`config.mk`:
```
export PLATFORM = sky130hd
export DESIGN_NAME = fetch_unit
export DESIGN_NICKNAME = d
export VERILOG_FILES = /design/src/rtl/fetch_unit.sv
export SDC_FILE = /design/constraint.sdc
export NUM_CORES = 1
export LEC_CHECK = 0
export CORE_ASPECT_RATIO = 1.1
export CORE_MARGIN = 4
export CORE_UTILIZATION = 40
export DETAILED_ROUTE_END_ITERATION = 12
export PLACE_DENSITY = 0.77
export REMOVE_ABC_BUFFERS = 1
export SETUP_SLACK_MARGIN = 0.05
export SYNTH_ARGS = -nofsm -noshare
export SYNTH_HDL_FRONTEND = slang
export SYNTH_SLANG_ARGS = --single-unit
export TNS_END_PERCENT = 10
```
`constraint.sdc`:
```
create_clock -name clk -period 1.9 [get_ports clk]
set_input_delay 0.38 -clock clk [delete_from_list [all_inputs] [get_ports clk]]
set_output_delay 0.38 -clock clk [all_outputs]
set_load 0.02 [all_outputs]
```
`src/rtl/fetch_unit.sv`:
```
// ---------------------------------------------------------------------------
// fetch_unit
//
// Instruction fetch stage. Issues one instruction-memory request at a time
// from the PC register, captures the returned word together with PC+4 and
// presents both to the IF/ID pipeline register. Redirects (taken branches and
// jumps) flush IF/ID and restart fetch at the word-aligned target. Any
// response that belongs to a request made before the redirect is discarded.
//
// Optional feature (compile-time macro FETCH_BYPASS_EN):
//   When defined, a response that arrives while IF/ID can accept it is
//   forwarded combinationally in the response cycle. This skips the hold
//   state, so one instruction is delivered every two cycles instead of three.
//   When undefined, every instruction is registered and presented from the
//   hold state.
//
// Parameters:
//   LENGTH    datapath width (default 32)
//   RESET_PC  first fetch address after reset (default 32'h0000_3000)
//
// Ports:
//   clk                clock, all state updates on the rising edge
//   rst                synchronous active-high reset
//   stall_i            IF/ID cannot accept this cycle
//   redirect_i         branch/jump taken, restart fetch at redirect_pc_i
//   redirect_pc_i      redirect target (low two bits ignored)
//   imem_req_valid_o   instruction-memory request valid
//   imem_req_ready_i   memory accepts the request this cycle
//   imem_req_addr_o    fetch address (always the PC register)
//   imem_resp_valid_i  instruction data valid this cycle
//   imem_resp_data_i   returned instruction word
//   instr_o            instruction toward IF/ID
//   pc_4_o             fetched PC + 4 toward IF/ID
//   if_id_wen_o        IF/ID write enable (instr_o/pc_4_o valid and accepted)
//   if_id_flush_o      IF/ID flush, high only in redirect cycles
// ---------------------------------------------------------------------------
module fetch_unit #(
  parameter int unsigned       LENGTH   = 32,
  parameter logic [LENGTH-1:0] RESET_PC = LENGTH'(32'h0000_3000)
) (
  input  logic              clk,
  input  logic              rst,
  input  logic              stall_i,
  input  logic              redirect_i,
  input  logic [LENGTH-1:0] redirect_pc_i,
  output logic              imem_req_valid_o,
  input  logic              imem_req_ready_i,
  output logic [LENGTH-1:0] imem_req_addr_o,
  input  logic              imem_resp_valid_i,
  input  logic [LENGTH-1:0] imem_resp_data_i,
  output logic [LENGTH-1:0] instr_o,
  output logic [LENGTH-1:0] pc_4_o,
  output logic              if_id_wen_o,
  output logic              if_id_flush_o
);

  typedef enum logic [1:0] {
    S_REQ  = 2'd0,
    S_WAIT = 2'd1,
    S_HOLD = 2'd2
  } state_t;

  state_t            state_q, state_d;
  logic [LENGTH-1:0] pc_q, pc_d;
  logic [LENGTH-1:0] instr_q, instr_d;
  logic [LENGTH-1:0] pc4_q, pc4_d;
  logic              drop_q, drop_d;

  logic [LENGTH-1:0] pc_plus4;
  logic [LENGTH-1:0] redirect_target;
  logic              bypass;

  // Wraps naturally modulo 2^LENGTH.
  assign pc_plus4        = pc_q + LENGTH'(4);
  assign redirect_target = {redirect_pc_i[LENGTH-1:2], 2'b00};

`ifdef FETCH_BYPASS_EN
  // A live response that IF/ID can take right now goes straight through.
  assign bypass = !rst && (state_q == S_WAIT) && imem_resp_valid_i &&
                  !drop_q && !stall_i && !redirect_i;
`else
  assign bypass = 1'b0;
`endif

  // Outputs are gated by rst so that nothing leaves the unit during the
  // reset cycle even though the state registers still hold old values.
  assign imem_req_addr_o  = pc_q;
  assign imem_req_valid_o = !rst && (state_q == S_REQ);
  assign if_id_flush_o    = !rst && redirect_i;
  assign if_id_wen_o      = !rst && !redirect_i &&
                            (((state_q == S_HOLD) && !stall_i) || bypass);
  assign instr_o          = bypass ? imem_resp_data_i : instr_q;
  assign pc_4_o           = bypass ? pc_plus4         : pc4_q;

  // Next-state logic. A redirect overrides every normal transition; the drop
  // flag remembers that the one outstanding request is stale so its response
  // can be swallowed when it eventually arrives.
  always_comb begin
    state_d = state_q;
    pc_d    = pc_q;
    instr_d = instr_q;
    pc4_d   = pc4_q;
    drop_d  = drop_q;

    if (redirect_i) begin
      pc_d = redirect_target;
      case (state_q)
        S_REQ: begin
          if (imem_req_ready_i) begin
            state_d = S_WAIT;
            drop_d  = 1'b1;
          end
        end
        S_WAIT: begin
          if (imem_resp_valid_i) begin
            state_d = S_REQ;
            drop_d  = 1'b0;
          end else begin
            drop_d = 1'b1;
          end
        end
        S_HOLD: begin
          state_d = S_REQ;
        end
        default: begin
          state_d = S_REQ;
          drop_d  = 1'b0;
        end
      endcase
    end else begin
      case (state_q)
        S_REQ: begin
          if (imem_req_ready_i) begin
            state_d = S_WAIT;
            drop_d  = 1'b0;
          end
        end
        S_WAIT: begin
          if (imem_resp_valid_i) begin
            if (drop_q) begin
              state_d = S_REQ;
              drop_d  = 1'b0;
            end else if (bypass) begin
              pc_d    = pc_plus4;
              state_d = S_REQ;
            end else begin
              instr_d = imem_resp_data_i;
              pc4_d   = pc_plus4;
              state_d = S_HOLD;
            end
          end
        end
        S_HOLD: begin
          if (!stall_i) begin
            pc_d    = pc_plus4;
            state_d = S_REQ;
          end
        end
        default: begin
          state_d = S_REQ;
          drop_d  = 1'b0;
        end
      endcase
    end
  end

  always_ff @(posedge clk) begin
    if (rst) begin
      state_q <= S_REQ;
      pc_q    <= RESET_PC;
      instr_q <= '0;
      pc4_q   <= '0;
      drop_q  <= 1'b0;
    end else begin
      state_q <= state_d;
      pc_q    <= pc_d;
      instr_q <= instr_d;
      pc4_q   <= pc4_d;
      drop_q  <= drop_d;
    end
  end

endmodule
```
==> results.py <==
metrics = {
    "setup_path": {
        "critical_path.slowest_cell": "clkdlybuf4s50_1",
        "r2r_start": "imem_req_addr_o[13]$_SDFFE_PP1P_",
        "critPathMaxStageDelay_ns": 0.66,
        "cp-end-kind": "output pin",
        "crit_family": "buffers and inverters",
        "reg2reg_setup_slack_ns": 0.07,
        "rr_endpoint": "imem_req_addr_o[31]$_SDFFE_PP0P_",
        "r2r_cells": 5,
        "start_kind": "flip-flop",
        "path_buf_inv": 1,
        "crit_chain": "clkdlybuf4s50_1",
        "crit_type": "reg2out",
        "arrival_ns": 1.46,
        "critical_path_required_ns": 1.52,
        "critPathMaxFanout": 6,
    },
    "clock_network": {
        "cts_inserted_buffers": 9,
        "clock-sinks": 95,
        "clock-root-buffer": "clkbuf_16",
        "cts_tree": "built",
        "h-tree-depth": 3,
        "clock_path_buffers": 2,
        "clk_latency_ns": 0.34,
        "clk_pin_slew_ns": 0.07,
    },
    "place": {
        "placed_area_sq_mm": 0.00644,
        "gp_congestion": 0.883,
        "portBuffers": 162,
        "dp.final_hpwl_um": 10700,
    },
    "timing": {
        "tns_ns": 0,
        "setup_violations": 0,
        "fmax_ghz": 0.544,
        "final_max_slew_viol_count": 0,
        "min_period_over_period": 0.968,
        "hold_viol": 0,
        "rsz0062_at_grt": "yes",
        "fin_crit_ns": 1.84,
        "clock_skew_ns": 0.0112,
    },
    "outcome": {
        "status": "finished, final reports clean",
    },
    "die": {
        "pin_count": 169,
        "fp.dieW_um": 108,
        "die_h_um": 118,
        "fp.dieArea_sq_mm": 0.0128,
        "start_util": 0.417,
        "fp-row-count": 39,
        "core_sq_mm": 0.0106,
    },
    "drt": {
        "route.detailed.drc": 0,
        "routed_wl_um": 14400,
        "vias": 4582,
        "wl_per_cell_um": 16.4,
        "firstDrtPassIters": 4,
        "ant_nets": 0,
        "drt_iter0_drc": 256,
        "routed_via_density": 5.21,
    },
    "final_layout": {
        "final_nets": 802,
        "design_area_sq_mm": 0.00679,
        "utilization": 0.641,
        "layout_common_cells": "clkdlybuf4s50_1 (143), nand2_1 (99), dfxtp_1 (87)",
        "drive_above_1_share": 0.130,
        "n_antenna_cell": 0,
        "area_delta_synth_final_pct": 54.0,
        "final_common_cell": "clkdlybuf4s50_1",
        "fillerInstances": 914,
    },
    "synth": {
        "ys_seq_elements": 95,
        "synth.avg_cell_area_sq_um": 8.08,
        "syn-cell-area_sq_mm": 0.00441,
        "seq_area_frac_synth": 0.431,
        "ys_types": 44,
        "ys_warn_count": 0,
        "syn_inst": 546,
    },
    "worst_hold_path": {
        "whs_endpoint": "imem_req_addr_o[16]$_SDFFE_PP0P_",
        "hold_path_startpoint": "rst",
        "holdPathStages": 2,
        "hp-class": "in2reg",
    },
    "global_routing": {
        "antenna_found_initial": 0,
        "grt_max_degree": 39,
        "grt_usage": 0.221,
        "grt_pass1_wl_um": 22900,
        "grt_pass1_vias": 4591,
        "overflow": 0,
    },
    "pwr": {
        "p_leak_uw": 0.00246,
        "ir_worst_vdd_mv": 0.371,
        "p_per_area_mw_per_mm2": 718,
        "p_total_uw": 4870,
    },
    "job": {
        "cap_violations": 0,
    },
}
[worst max-delay path by stage]
stage                                                start  slack (ns)  cells after the start                                to
after floorplan                    state_q[0]$_SDFFE_PP0P_       -2.46                      4           pc_4_o[16]$_SDFFE_PP0P_
after detailed placement                           stall_i       -0.46                      8  imem_req_addr_o[28]$_SDFFE_PP0P_
after CTS                                          stall_i       -0.12                      8  imem_req_addr_o[28]$_SDFFE_PP0P_
final                     imem_req_addr_o[28]$_SDFFE_PP0P_        0.06                      1               imem_req_addr_o[28]
after global placement                             stall_i       -0.41                      4                       if_id_wen_o
after global routing      imem_req_addr_o[12]$_SDFFE_PP1P_       -0.04                      5           pc_4_o[31]$_SDFFE_PP0P_
[through the flow]
step | instances | hold slack [ns] | setup slack, ns
6_report | 879 | 0.391 | 0.0605
4_1_cts | 876 | 0.388 | -0.121
2_1_floorplan | 503 | 0.445 | -2.46
3_3_place_gp | 860 | 0.443 | -0.412
3_5_place_dp | 860 | 0.446 | -0.461
5_1_grt | 879 | 0.411 | -0.0351
[cell type report]
class	count	area [sq um]	share of cell area
repair buffers	217	2040	0.300
flip-flops and latches	95	1910	0.281
multi-input cells	403	2340	0.344
clock buffers	12	236	0.0348
clock inverters	4	70.1	0.0103
well taps	143	179	0.0263
inverters	5	18.8	0.00276
[timing repair]
| action | CTS | global route |
|---|---|---|
| setup endpoints to repair | 26 | 31 |
| pin swaps | 0 | 2 |
| resized for setup | 21 | 19 |
| hold buffers | 0 | 0 |
| buffers inserted | 0 | 3 |
[per-layer routing]
metal  vias up  part of all wire  GRT usage
met5         -                 0          0
met4         0             0.019     0.0900
met3        24             0.076     0.0376
met2       181              0.47      0.363
met1      2135              0.43      0.286
li1       2242                 -          -
[power breakdown]
| group | total (uW) | internal, uW | switching (uW) | leakage (uW) |
|---|---|---|---|---|
| clock network | 1910 | 1150 | 754 | 0.000151 |
| logic | 820 | 410 | 410 | 0.00153 |
| registers | 2150 | 2080 | 67.1 | 0.000777 |
| total | 4870 | 3640 | 1230 | 0.00246 |
[cell families (layout without fill, tap and decap cells)]
group                      count (synthesis)  count (layout)  synth area share
DFF                                       95              95             0.431
xor gates and xnor gates                  54              54             0.107
buffers and inverters                     51             238            0.0513
muxes                                      4               4           0.00908
AOI/OAI and AO/OA                        125             125             0.160
other                                      1               4          0.000850
adders and majority gates                  1               1           0.00284
and+or+nand+nor                          215             215             0.237
[cells in the mapped netlist, drive strengths merged]
cell type	count	area, sq um
o32ai	1	8.76
or3	2	12.5
dfxtp	95	1900
nor2b	1	6.26
mux2i	4	40.0
o21a	6	45.0
xnor2	26	228
nor3b	1	7.51
nand4	15	109
nand4b	1	8.76
nor2	39	146
nand2	99	372
nand3	18	103
or3b	1	8.76
nor3	12	60.1
o211ai	2	15.0
a31oi	1	6.26
nor4	10	96.4
o32a	1	10.0
inv	5	18.8
and4	3	26.3
o22ai	1	6.26
buf	12	80.1
o21ai	28	140
conb	1	3.75
clkbuf	34	128
and3	7	45.1
nand3b	1	7.51
a211oi	16	130
or4	3	26.3
a21oi	69	345
ha	1	12.5
and2	2	12.5
xor2	28	245
[state kept, by name, summed over array words and instances (netlist names)]
signal / cells
imem_req_addr_o: 30
pc_4_o: 30
drop_q: 1
instr_o: 32
state_q: 2
No activity file was read; power rests on OpenSTA's default activity.
